## config.mk

```make
export PLATFORM = sky130hd
export DESIGN_NAME = time_setter_flat
export DESIGN_NICKNAME = d
export VERILOG_FILES = /design/src/rtl/clock_pkg.sv /design/src/rtl/time_setter_if.sv /design/src/rtl/key_debounce.sv /design/src/rtl/time_setter.sv /design/src/flat_wrapper.sv
export SDC_FILE = /design/constraint.sdc
export NUM_CORES = 1
export LEC_CHECK = 0
export ABC_AREA = 1
export CAP_MARGIN = 15
export CORE_ASPECT_RATIO = 0.5
export CORE_MARGIN = 2
export CORE_UTILIZATION = 55
export CTS_CLUSTER_SIZE = 24
export DETAILED_ROUTE_END_ITERATION = 8
export HOLD_SLACK_MARGIN = 0.06
export PLACE_DENSITY = 0.8
export SETUP_SLACK_MARGIN = 0.15
export SKIP_CTS_REPAIR_TIMING = 1
export SLEW_MARGIN = 10
export SYNTH_ARGS = -nofsm -noshare
export SYNTH_HDL_FRONTEND = slang
export SYNTH_SLANG_ARGS = --single-unit
export TNS_END_PERCENT = 5
```

## constraint.sdc

```tcl
create_clock -name clk -period 4.2 [get_ports clk]
set_input_delay 0.42 -clock clk [delete_from_list [all_inputs] [get_ports clk]]
set_output_delay 0.42 -clock clk [all_outputs]
set_load 0.01 [all_outputs]
```

## src/rtl/clock_pkg.sv

```systemverilog
// Shared encodings for the time-setting editor: edit states, digit positions
// and the BCD limits used when stepping a digit.
package clock_pkg;

  typedef enum logic [1:0] {
    RUN        = 2'd0,
    EDIT_TIME  = 2'd1,
    EDIT_ALARM = 2'd2
  } edit_state_t;

  localparam logic [2:0] IDX_HOUR_SHI = 3'd5;
  localparam logic [2:0] IDX_HOUR_GE  = 3'd4;
  localparam logic [2:0] IDX_MIN_SHI  = 3'd3;
  localparam logic [2:0] IDX_MIN_GE   = 3'd2;
  localparam logic [2:0] IDX_SEC_SHI  = 3'd1;
  localparam logic [2:0] IDX_SEC_GE   = 3'd0;

  localparam logic [3:0] LIM_UNITS      = 4'd9;
  localparam logic [3:0] LIM_TENS       = 4'd5;
  localparam logic [3:0] LIM_HOUR_SHI   = 4'd2;
  localparam logic [3:0] LIM_HOUR_GE_HI = 4'd3;

  // The hour units digit only reaches 3 once the hour tens digit is 2.
  function automatic logic [3:0] digit_limit(input logic [2:0] idx,
                                             input logic [3:0] hour_shi);
    logic [3:0] lim;
    lim = LIM_UNITS;
    case (idx)
      IDX_HOUR_SHI:            lim = LIM_HOUR_SHI;
      IDX_HOUR_GE:             lim = (hour_shi == LIM_HOUR_SHI) ? LIM_HOUR_GE_HI : LIM_UNITS;
      IDX_MIN_SHI, IDX_SEC_SHI: lim = LIM_TENS;
      default:                 lim = LIM_UNITS;
    endcase
    return lim;
  endfunction

  function automatic logic [3:0] bcd_inc(input logic [3:0] d, input logic [3:0] lim);
    return (d >= lim) ? 4'd0 : d + 4'd1;
  endfunction

endpackage

```

## src/rtl/time_setter_if.sv

```systemverilog
// Link between the button editor and the time-keeping core: the core's live
// time in, the edited time and the alarm settings out.
interface time_setter_if;
  logic [3:0] cur_sec_ge, cur_sec_shi, cur_min_ge, cur_min_shi, cur_hour_ge, cur_hour_shi;
  logic       set_time_finish;
  logic [3:0] set_sec_ge, set_sec_shi, set_min_ge, set_min_shi, set_hour_ge, set_hour_shi;
  logic       clock_en;
  logic [3:0] clock_min_ge, clock_min_shi, clock_hour_ge, clock_hour_shi;

  modport master (
    input  cur_sec_ge, cur_sec_shi, cur_min_ge, cur_min_shi, cur_hour_ge, cur_hour_shi,
    output set_time_finish,
    output set_sec_ge, set_sec_shi, set_min_ge, set_min_shi, set_hour_ge, set_hour_shi,
    output clock_en, clock_min_ge, clock_min_shi, clock_hour_ge, clock_hour_shi
  );

  modport slave (
    output cur_sec_ge, cur_sec_shi, cur_min_ge, cur_min_shi, cur_hour_ge, cur_hour_shi,
    input  set_time_finish,
    input  set_sec_ge, set_sec_shi, set_min_ge, set_min_shi, set_hour_ge, set_hour_shi,
    input  clock_en, clock_min_ge, clock_min_shi, clock_hour_ge, clock_hour_shi
  );
endinterface

```

## src/rtl/key_debounce.sv

```systemverilog
// Push-button filter: a new level is accepted after DEBOUNCE_CYCLES equal
// samples, and an accepted rising level produces a one-cycle press pulse.
module key_debounce #(
  parameter int DEBOUNCE_CYCLES = 4
) (
  input  logic clk,
  input  logic rst_n,
  input  logic key_raw,
  output logic key_press
);

  localparam int CW = $clog2(DEBOUNCE_CYCLES + 1);

  logic          stable;
  logic [CW-1:0] cnt;

  // Any sample matching the accepted level restarts the run of differing samples.
  always_ff @(posedge clk or negedge rst_n) begin
    if (!rst_n) begin
      stable    <= 1'b0;
      cnt       <= '0;
      key_press <= 1'b0;
    end else begin
      key_press <= 1'b0;
      if (key_raw == stable) begin
        cnt <= '0;
      end else if (cnt == CW'(DEBOUNCE_CYCLES - 1)) begin
        stable    <= key_raw;
        cnt       <= '0;
        key_press <= key_raw;
      end else begin
        cnt <= cnt + 1'b1;
      end
    end
  end

endmodule

```

## src/rtl/time_setter.sv

```systemverilog
// Three-button editor for the clock core: snapshots and edits the running
// time, edits the alarm time/enable, and drives a blink mask for the cursor.
module time_setter
  import clock_pkg::*;
#(
  parameter int DEBOUNCE_CYCLES = 4,
  parameter int BLINK_CYCLES    = 8
) (
  input  logic                 clk,
  input  logic                 rst_n,
  input  logic                 key_mode,
  input  logic                 key_sel,
  input  logic                 key_inc,
  time_setter_if.master        bus,
  output logic [5:0]           blink_mask,
  output logic [1:0]           edit_mode
);

  localparam int BW = (BLINK_CYCLES > 1) ? $clog2(BLINK_CYCLES) : 1;

  logic          mode_press, sel_press, inc_press;
  edit_state_t   state;
  logic [2:0]    cursor;
  logic [3:0]    set_d   [6];
  logic [3:0]    alarm_d [2:5];
  logic          set_time_finish_r, clock_en_r;
  logic [BW-1:0] blink_cnt;
  logic          blink_phase;
  logic [2:0]    alarm_idx;
  logic [3:0]    set_next, alarm_next;

  key_debounce #(.DEBOUNCE_CYCLES(DEBOUNCE_CYCLES)) u_deb_mode (
    .clk(clk), .rst_n(rst_n), .key_raw(key_mode), .key_press(mode_press));
  key_debounce #(.DEBOUNCE_CYCLES(DEBOUNCE_CYCLES)) u_deb_sel (
    .clk(clk), .rst_n(rst_n), .key_raw(key_sel), .key_press(sel_press));
  key_debounce #(.DEBOUNCE_CYCLES(DEBOUNCE_CYCLES)) u_deb_inc (
    .clk(clk), .rst_n(rst_n), .key_raw(key_inc), .key_press(inc_press));

  // The alarm has no seconds, so the cursor never rests below min_ge there.
  always_comb begin
    alarm_idx  = (cursor < IDX_MIN_GE) ? IDX_MIN_GE : cursor;
    set_next   = bcd_inc(set_d[cursor], digit_limit(cursor, set_d[IDX_HOUR_SHI]));
    alarm_next = bcd_inc(alarm_d[alarm_idx], digit_limit(alarm_idx, alarm_d[IDX_HOUR_SHI]));
  end

  always_ff @(posedge clk or negedge rst_n) begin
    if (!rst_n) begin
      state             <= RUN;
      set_time_finish_r <= 1'b1;
      cursor            <= IDX_HOUR_SHI;
      clock_en_r        <= 1'b0;
      blink_cnt         <= '0;
      blink_phase       <= 1'b0;
      for (int i = 0; i < 6; i++) set_d[i] <= '0;
      for (int i = 2; i < 6; i++) alarm_d[i] <= '0;
    end else begin
      if (blink_cnt == BW'(BLINK_CYCLES - 1)) begin
        blink_cnt   <= '0;
        blink_phase <= ~blink_phase;
      end else begin
        blink_cnt <= blink_cnt + 1'b1;
      end

      // Mode and cursor moves restart the blink so the new digit shows first.
      if (mode_press) begin
        blink_cnt   <= '0;
        blink_phase <= 1'b0;
        cursor      <= IDX_HOUR_SHI;
        case (state)
          RUN: begin
            state                <= EDIT_TIME;
            set_time_finish_r    <= 1'b0;
            set_d[IDX_SEC_GE]    <= bus.cur_sec_ge;
            set_d[IDX_SEC_SHI]   <= bus.cur_sec_shi;
            set_d[IDX_MIN_GE]    <= bus.cur_min_ge;
            set_d[IDX_MIN_SHI]   <= bus.cur_min_shi;
            set_d[IDX_HOUR_GE]   <= bus.cur_hour_ge;
            set_d[IDX_HOUR_SHI]  <= bus.cur_hour_shi;
          end
          EDIT_TIME: begin
            state             <= EDIT_ALARM;
            set_time_finish_r <= 1'b1;
          end
          default: state <= RUN;
        endcase
      end else if (sel_press && state != RUN) begin
        blink_cnt   <= '0;
        blink_phase <= 1'b0;
        if (state == EDIT_TIME)
          cursor <= (cursor == IDX_SEC_GE) ? IDX_HOUR_SHI : cursor - 3'd1;
        else
          cursor <= (cursor <= IDX_MIN_GE) ? IDX_HOUR_SHI : cursor - 3'd1;
      end else if (inc_press) begin
        case (state)
          RUN: clock_en_r <= ~clock_en_r;
          EDIT_TIME: begin
            set_d[cursor] <= set_next;
            if (cursor == IDX_HOUR_SHI && set_next == LIM_HOUR_SHI &&
                set_d[IDX_HOUR_GE] > LIM_HOUR_GE_HI)
              set_d[IDX_HOUR_GE] <= LIM_HOUR_GE_HI;
          end
          default: begin
            alarm_d[alarm_idx] <= alarm_next;
            if (alarm_idx == IDX_HOUR_SHI && alarm_next == LIM_HOUR_SHI &&
                alarm_d[IDX_HOUR_GE] > LIM_HOUR_GE_HI)
              alarm_d[IDX_HOUR_GE] <= LIM_HOUR_GE_HI;
          end
        endcase
      end
    end
  end

  always_comb begin
    blink_mask = '0;
    if (state != RUN) blink_mask[cursor] = blink_phase;
  end

  assign edit_mode           = state;
  assign bus.set_time_finish = set_time_finish_r;
  assign bus.set_sec_ge      = set_d[IDX_SEC_GE];
  assign bus.set_sec_shi     = set_d[IDX_SEC_SHI];
  assign bus.set_min_ge      = set_d[IDX_MIN_GE];
  assign bus.set_min_shi     = set_d[IDX_MIN_SHI];
  assign bus.set_hour_ge     = set_d[IDX_HOUR_GE];
  assign bus.set_hour_shi    = set_d[IDX_HOUR_SHI];
  assign bus.clock_en        = clock_en_r;
  assign bus.clock_min_ge    = alarm_d[IDX_MIN_GE];
  assign bus.clock_min_shi   = alarm_d[IDX_MIN_SHI];
  assign bus.clock_hour_ge   = alarm_d[IDX_HOUR_GE];
  assign bus.clock_hour_shi  = alarm_d[IDX_HOUR_SHI];

endmodule

```

## src/flat_wrapper.sv

```systemverilog
// flat-port wrapper written by rule: the top's interface ports become plain ports
module time_setter_flat import clock_pkg::*;
#(
  parameter int DEBOUNCE_CYCLES = 4,
  parameter int BLINK_CYCLES    = 8
)
  (clk, rst_n, key_mode, key_sel, key_inc, blink_mask, edit_mode, bus_cur_sec_ge, bus_cur_sec_shi, bus_cur_min_ge, bus_cur_min_shi, bus_cur_hour_ge, bus_cur_hour_shi, bus_set_time_finish, bus_set_sec_ge, bus_set_sec_shi, bus_set_min_ge, bus_set_min_shi, bus_set_hour_ge, bus_set_hour_shi, bus_clock_en, bus_clock_min_ge, bus_clock_min_shi, bus_clock_hour_ge, bus_clock_hour_shi);
  time_setter_if bus_i ();
  input  logic clk;
  input  logic rst_n;
  input  logic key_mode;
  input  logic key_sel;
  input  logic key_inc;
  output logic [5:0] blink_mask;
  output logic [1:0] edit_mode;
  input wire logic [$bits(bus_i.cur_sec_ge)-1:0] bus_cur_sec_ge;
  input wire logic [$bits(bus_i.cur_sec_shi)-1:0] bus_cur_sec_shi;
  input wire logic [$bits(bus_i.cur_min_ge)-1:0] bus_cur_min_ge;
  input wire logic [$bits(bus_i.cur_min_shi)-1:0] bus_cur_min_shi;
  input wire logic [$bits(bus_i.cur_hour_ge)-1:0] bus_cur_hour_ge;
  input wire logic [$bits(bus_i.cur_hour_shi)-1:0] bus_cur_hour_shi;
  output wire logic [$bits(bus_i.set_time_finish)-1:0] bus_set_time_finish;
  output wire logic [$bits(bus_i.set_sec_ge)-1:0] bus_set_sec_ge;
  output wire logic [$bits(bus_i.set_sec_shi)-1:0] bus_set_sec_shi;
  output wire logic [$bits(bus_i.set_min_ge)-1:0] bus_set_min_ge;
  output wire logic [$bits(bus_i.set_min_shi)-1:0] bus_set_min_shi;
  output wire logic [$bits(bus_i.set_hour_ge)-1:0] bus_set_hour_ge;
  output wire logic [$bits(bus_i.set_hour_shi)-1:0] bus_set_hour_shi;
  output wire logic [$bits(bus_i.clock_en)-1:0] bus_clock_en;
  output wire logic [$bits(bus_i.clock_min_ge)-1:0] bus_clock_min_ge;
  output wire logic [$bits(bus_i.clock_min_shi)-1:0] bus_clock_min_shi;
  output wire logic [$bits(bus_i.clock_hour_ge)-1:0] bus_clock_hour_ge;
  output wire logic [$bits(bus_i.clock_hour_shi)-1:0] bus_clock_hour_shi;
  assign bus_i.cur_sec_ge = bus_cur_sec_ge;
  assign bus_i.cur_sec_shi = bus_cur_sec_shi;
  assign bus_i.cur_min_ge = bus_cur_min_ge;
  assign bus_i.cur_min_shi = bus_cur_min_shi;
  assign bus_i.cur_hour_ge = bus_cur_hour_ge;
  assign bus_i.cur_hour_shi = bus_cur_hour_shi;
  assign bus_set_time_finish = bus_i.set_time_finish;
  assign bus_set_sec_ge = bus_i.set_sec_ge;
  assign bus_set_sec_shi = bus_i.set_sec_shi;
  assign bus_set_min_ge = bus_i.set_min_ge;
  assign bus_set_min_shi = bus_i.set_min_shi;
  assign bus_set_hour_ge = bus_i.set_hour_ge;
  assign bus_set_hour_shi = bus_i.set_hour_shi;
  assign bus_clock_en = bus_i.clock_en;
  assign bus_clock_min_ge = bus_i.clock_min_ge;
  assign bus_clock_min_shi = bus_i.clock_min_shi;
  assign bus_clock_hour_ge = bus_i.clock_hour_ge;
  assign bus_clock_hour_shi = bus_i.clock_hour_shi;
  time_setter #(.DEBOUNCE_CYCLES(DEBOUNCE_CYCLES), .BLINK_CYCLES(BLINK_CYCLES)) u_core (.clk(clk), .rst_n(rst_n), .key_mode(key_mode), .key_sel(key_sel), .key_inc(key_inc), .bus(bus_i), .blink_mask(blink_mask), .edit_mode(edit_mode));
endmodule
```

==> results.json, run 1 <==
{
  "yosys.area.top_type": "dfrtp_1",
  "hpwl_um": 7831,
  "start_util": 0.5635,
  "min_period_ns": 3.196,
  "row_count": 22,
  "cts_sinks": 66,
  "nets": 649,
  "ir_drop_uv": 373.9,
  "status": "completed",
  "drtIter0Drc": 289,
  "worst-endpoint-arrival_ns": 3.47,
  "cp_common_cell": "nand2_1",
  "slew_headroom": 0.4550,
  "synth_area_um2": 4110,
  "numCtsBuffers": 9,
  "slowest_delay_ns": 0.73,
  "grt_util_met1": 0.3932,
  "syn_nets": 570,
  "fin_ws_ns": 1.004,
  "fin_crit_sh": 0.7610,
  "fmax_mhz": 312.9,
  "routed_wl_um": 10620,
  "grtUsageMet3": 0.07736,
  "avgSynthCellArea_um2": 7.889,
  "synth_compound_area_frac": 0.1400,
  "grt_pass1_wl_um": 17840,
  "max-cap-violations": 0,
  "drive_above_1_share": 0.1157,
  "area_growth_pct": 27.64,
  "nFillCells": 592,
  "synth_xor_area_frac": 0.01065,
  "synth-edff-count": 0,
  "yosysTopAreaCellShare": 0.3836,
  "synth_mux_area_frac": 0,
  "gr-usage-met2": 0.4093,
  "worstSetupEndpointType": "register",
  "crit_slowest_cell": "dfstp_2",
  "synth_area_leaders": "dfrtp_1 (38%), nand2_1 (12%), ha_1 (6.1%), inv_1 (5.0%), nor2_1 (4.5%)",
  "via_per_inst": 5.556,
  "p_int_mw": 2.026,
  "grt_pass1_vias": 3699,
  "finalClockSkew_ns": 0.009323,
  "synthAdderAreaFrac": 0.06088,
  "drc": 0,
  "power_frac_comb": 0.535,
  "antenna_found_initial": 0,
  "clkTransAtPathRegs_ns": 0.06,
  "hp-class": "primary input to asynchronous set/reset pin",
  "swShare": 0.4604,
  "die_x_um": 126.3,
  "grt_max_degree": 37,
  "slew_violations": 0,
  "tns_ns": 0,
  "yosys.area_share.simple": 0.3023,
  "vias": 3895,
  "crit_required_ns": 4.47,
  "setup_viol": 0,
  "synth_cell_types": 45,
  "synth_top_family_by_area": "simple AND/OR/NAND/NOR gates",
  "mostFrequentLayoutCell": "nand2_1",
  "total_power_mw": 3.754,
  "power_frac_clock": 0.206,
  "async_reset_ff_frac": 1.000,
  "synthFlopType": "dfrtp_1",
  "core_area_um2": 7295,
  "port_buffers": 78,
  "ant_nets": 0,
  "path_buf_inv": 3,
  "start_kind": "register",
  "crit_type": "register to register",
  "ys_seq_elements": 66,
  "cts_root_buffer": "clkbuf_16",
  "seqPwrFrac": 0.259,
  "grt_overflow": 0,
  "die_area_um2": 8222,
  "fp.dieH_um": 65.13,
  "wl_per_cell_um": 15.16,
  "ys_seq_area_frac": 0.4027,
  "postSynthCellCount": 521,
  "ys_warn_count": 0,
  "worstPathMaxFanout": 14,
  "clk_path_buf_depth": 2,
  "cp_cell_sequence": "inv_2, ha_1, nand2_1, o21ai_0, nand2_1, ha_1, inv_1, nor2_1, o21bai_1, and3_1, inv_1, nor2_1, nand2_1, nand3_1, nand2_1, o21ai_1",
  "leakage_nw": 2.526,
  "layout_common_cells": "nand2_1 (128), clkdlybuf4s50_1 (77), dfrtp_1 (63), inv_1 (55), nor2_1 (49)",
  "post-place-ws_ns": 1.076,
  "cp_top_family": "simple AND/OR/NAND/NOR gates",
  "first_pass_iters": 6,
  "clock_latency_ns": 0.34,
  "rsz0062_at_grt": "no",
  "worst_pin_slew_ns": 0.8175,
  "gp_congestion": 0.9960,
  "hold_violations": 0,
  "boundaryPins": 79,
  "h-tree-depth": 3,
  "grt.busiest_layer": "met2",
  "grt.total_usage": 0.2761,
  "cts_tree": "yes",
  "switchingPower_mw": 1.728,
  "diodes": 0,
  "powerDensity_nw_per_um2": 715.6
}
-- registers in the layout (all words and copies together) (netlist names), 4 cells and up --
| register | cells |
|---|---|
| u_core.bus.clock_hour_ge | 4 |
| u_core.bus.clock_hour_shi | 4 |
| u_core.bus.set_min_shi | 4 |
| u_core.bus.set_hour_ge | 4 |
| u_core.bus.set_hour_shi | 4 |
| u_core.bus.set_sec_ge | 4 |
| u_core.bus.clock_min_shi | 4 |
| u_core.bus.clock_min_ge | 4 |
| u_core.bus.set_sec_shi | 4 |
| u_core.bus.set_min_ge | 4 |
-- layer usage --
metal  routed length (um)  vias up
met4                  163        0
met3                  838       19
li1                     -     1871
met5                    0        -
met1                 5045     1845
met2                 4577      160
-- synth_stat cells, types with 10 or more instances --
master / number
nand2_1: 128
inv_1: 55
nand4_1: 10
ha_1: 20
a21oi_1: 23
nand2_2: 10
dfrtp_1: 63
nand3_1: 24
a22oi_1: 19
o21ai_0: 27
nor2_1: 49
o21ai_1: 10
-- kinds of logic after synthesis --
group           Yosys count
compound gates           94
fa+ha+maj                20
simple gates            258
flops                    66
buf+inv                  78
xor+xnor                  5
-- area by class of cell --
class | instances | area, um^2 | share of cell area
flip-flops and latches | 66 | 1655 | 0.3155
multi-input cells | 377 | 2112 | 0.4026
repair buffers | 81 | 798.3 | 0.1522
clock buffers | 10 | 239.0 | 0.04555
inverters | 65 | 256.5 | 0.04889
clock inverters | 6 | 65.06 | 0.01240
well taps | 96 | 120.1 | 0.02290
-- worst paths after layout --
path / startpoint / to / slack (ns) / cells past startpoint
max: u_core.cursor[0] / u_core.bus.set_hour_ge[0] / 1.00 / 16
min: rst_n / u_core.u_deb_inc.stable / 0.17 / 1
max reg2reg: u_core.cursor[0] / u_core.bus.set_hour_ge[0] / 1.00 / 16
min reg2reg: u_core.u_deb_mode.cnt[0] / u_core.u_deb_mode.cnt[0] / 0.44 / 1
max in group asynchronous: rst_n / u_core.cursor[0] / 3.08 / 2
min in group clk: u_core.u_deb_mode.cnt[0] / u_core.u_deb_mode.cnt[0] / 0.44 / 1
-- worst register-to-register path: cells and delay by family (launching register included) --
family,cells,cell delay [ns]
adder cells (fa/ha/maj),2,0.55
flip-flops,1,0.73
buffers and inverters,3,0.33
AND/OR/NAND/NOR,8,1.17
AO/OA/AOI/OAI,3,0.35
-- power by group through the flow --
stage | Combinational [mW] | Clock [mW] | Sequential, mW
floorplan | 1.41 | 0 | 0.951
global placement | 1.93 | 0 | 0.974
detailed placement | 1.96 | 0 | 0.981
CTS | 1.99 | 0.774 | 0.972
global route | 2.25 | 0.799 | 0.996
finish | 2.01 | 0.772 | 0.972
-- through the flow --
step | util | cell area [um^2] | cells | hold WS [ns]
6_report | 0.7192 | 5246 | 701 | 0.1743
5_1_grt | 0.7192 | 5246 | 701 | 0.2482
4_1_cts | 0.7192 | 5246 | 701 | 0.1976
3_5_place_dp | 0.6775 | 4942 | 685 | 0.4349
3_3_place_gp | 0.6775 | 4942 | 685 | 0.4295
2_1_floorplan | - | 4110 | 521 | 0.1244
Power figures use the tool's default switching activity.
==> run 2: changes to the inputs <==
--- a/config.mk
+++ b/config.mk
@@ -9,11 +9,11 @@
 export CAP_MARGIN = 15
 export CORE_ASPECT_RATIO = 0.5
 export CORE_MARGIN = 2
-export CORE_UTILIZATION = 55
+export CORE_UTILIZATION = 53
 export CTS_CLUSTER_SIZE = 24
 export DETAILED_ROUTE_END_ITERATION = 8
 export HOLD_SLACK_MARGIN = 0.06
-export PLACE_DENSITY = 0.8
+export PLACE_DENSITY = 0.77
 export SETUP_SLACK_MARGIN = 0.15
 export SKIP_CTS_REPAIR_TIMING = 1
 export SLEW_MARGIN = 10
==> constraint.sdc (replaced) <==
create_clock -name clk -period 3 [get_ports clk]
set_input_delay 0.3 -clock clk [delete_from_list [all_inputs] [get_ports clk]]
set_output_delay 0.3 -clock clk [all_outputs]
set_load 0.01 [all_outputs]
==> run 2 against run 1 <==
Against the previous run: utilization is 4.4 points higher; non-clock buffer count is 27 higher; sequential share of layout area is 2.4 points lower; worst hold slack worse by 0.027 ns; critical path type unchanged; largest cell class unchanged; largest power group unchanged.
==> results.json, run 2 (same netlist as run 1, synthesis figures left out) <==
{
  "diodes": 0,
  "status": "completed",
  "core_area_um2": 7432,
  "placed_cells": 693,
  "boundaryPins": 79,
  "cts_sinks": 66,
  "worstSetupEndpointType": "register",
  "fmax_mhz": 360.8,
  "gp_congestion": 0.9821,
  "vias": 3933,
  "start_util": 0.5530,
  "port_buffers": 78,
  "post-place-ws_ns": 0.1508,
  "grt.total_usage": 0.2700,
  "layout_common_cells": "nand2_1 (122), clkdlybuf4s50_1 (77), dfrtp_1 (62), inv_1 (54), nor2_1 (48)",
  "ir_drop_uv": 536.8,
  "fp.dieH_um": 66.27,
  "slew_headroom": 0.4422,
  "start_kind": "register",
  "via_per_inst": 5.402,
  "hpwl_um": 7876,
  "slew_violations": 0,
  "first_pass_iters": 5,
  "drive_above_1_share": 0.1930,
  "clk_path_buf_depth": 2,
  "grt_overflow": 0,
  "fin_ws_ns": 0.2282,
  "die_area_um2": 8518,
  "crit_required_ns": 3.24,
  "crit_type": "register to register",
  "drc": 0,
  "clock_latency_ns": 0.34,
  "mostFrequentLayoutCell": "nand2_1",
  "wl_per_cell_um": 15.80,
  "hold_violations": 0,
  "routed_wl_um": 11500,
  "grt_pass1_wl_um": 17800,
  "nets": 676,
  "worstPathMaxFanout": 10,
  "area_growth_pct": 38.05,
  "drtIter0Drc": 326,
  "setup_viol": 0,
  "fin_cells": 728,
  "design_area_um2": 5674,
  "grt_max_degree": 67,
  "numCtsBuffers": 9,
  "powerDensity_nw_per_um2": 1062,
  "worst_pin_slew_ns": 0.8368,
  "max-cap-violations": 0,
  "row_count": 22,
  "finalClockSkew_ns": 0.005697,
  "postPlaceCellArea_um2": 5015,
  "die_x_um": 128.5,
  "antenna_found_initial": 0,
  "leakage_nw": 2.706,
  "rrSetupSlack_ns": 0.23,
  "ant_nets": 0,
  "clkTransAtPathRegs_ns": 0.06,
  "rsz0062_at_grt": "yes",
  "cts_root_buffer": "clkbuf_16",
  "min_period_ns": 2.772,
  "worst-endpoint-arrival_ns": 3.01,
  "h-tree-depth": 3,
  "fin_crit_sh": 0.9239,
  "grt_pass1_vias": 3638,
  "cts_tree": "yes",
  "hp-class": "primary input to asynchronous set/reset pin"
}
==> run 2: changes by cell type in the layout (fill, tap and decap cells not counted), moves of 5 or more <==
cell / change
buf_4: +18
ha_1: -7
o21ai_0: -5
ha_4: +5
buf_6: +5
nand2_1: -6
==> run 2: critical path, cell delays in order (launching register included) <==
cell and delay (ns):
dfstp_2 0.65, inv_4 0.09, buf_4 0.19, a21oi_2 0.18
inv_1 0.11, nand2_2 0.11, ha_4 0.20, inv_1 0.05
nor2_1 0.04, o21bai_1 0.19, and3_4 0.25, inv_1 0.04
nor2_1 0.15, buf_4 0.19, nand2_1 0.05, a22oi_1 0.18
==> run 2: per-stage QoR <==
| step | utilization | hold WS, ns | setup TNS, ns | power [mW] |
|---|---|---|---|---|
| after CTS | 0.7155 | 0.1814 | 0 | 5.380 |
| after floorplan | - | 0.004409 | 0 | 3.312 |
| after detailed placement | 0.6747 | 0.4377 | 0 | 4.279 |
| final | 0.7635 | 0.1478 | 0 | 6.027 |
| after global placement | 0.6747 | 0.4315 | 0 | 4.227 |
| after global routing | 0.7635 | 0.2292 | -0.01464 | 6.462 |
==> run 2: metal layers <==
layer,global-route usage,wire (um),part of all wire,up-vias
li1,-,-,-,1927
met1,0.3880,5473,0.48,1848
met2,0.4162,5080,0.44,137
met3,0.06230,761,0.066,21
met4,0.06250,189,0.016,0
met5,0,0,0,-
==> run 2: cell type report <==
class	count	area, um^2
Clock buffer	9	225.2
Clock inverter	7	77.57
Fill cell	539	1758
Inverter	65	261.5
Multi-Input combinational cell	377	2263
Sequential cell	66	1657
Tap cell	96	120.1
Timing Repair Buffer	108	1070
==> run 2: worst paths after layout <==
| path | start | depth (start not counted) | endpoint |
|---|---|---|---|
| min in group clk | u_core.blink_cnt[0] | 1 | u_core.blink_cnt[0] |
| worst max-delay path | u_core.cursor[2] | 15 | u_core.bus.set_hour_shi[0] |
| worst min-delay path | rst_n | 2 | u_core.u_deb_mode.stable |
| worst min register to register | u_core.blink_cnt[0] | 1 | u_core.blink_cnt[0] |
| worst max register to register | u_core.cursor[2] | 15 | u_core.bus.set_hour_shi[0] |
| max in group asynchronous | rst_n | 2 | u_core.cursor[1] |
==> run 2: report_power, final <==
| part | switching [mW] | internal, mW | leakage [nW] |
|---|---|---|---|
| sequential | 0.194 | 1.13 | 0.792 |
| clock | 0.423 | 0.651 | 0.152 |
| combinational | 2.12 | 1.52 | 1.76 |
| total | 2.73 | 3.29 | 2.71 |
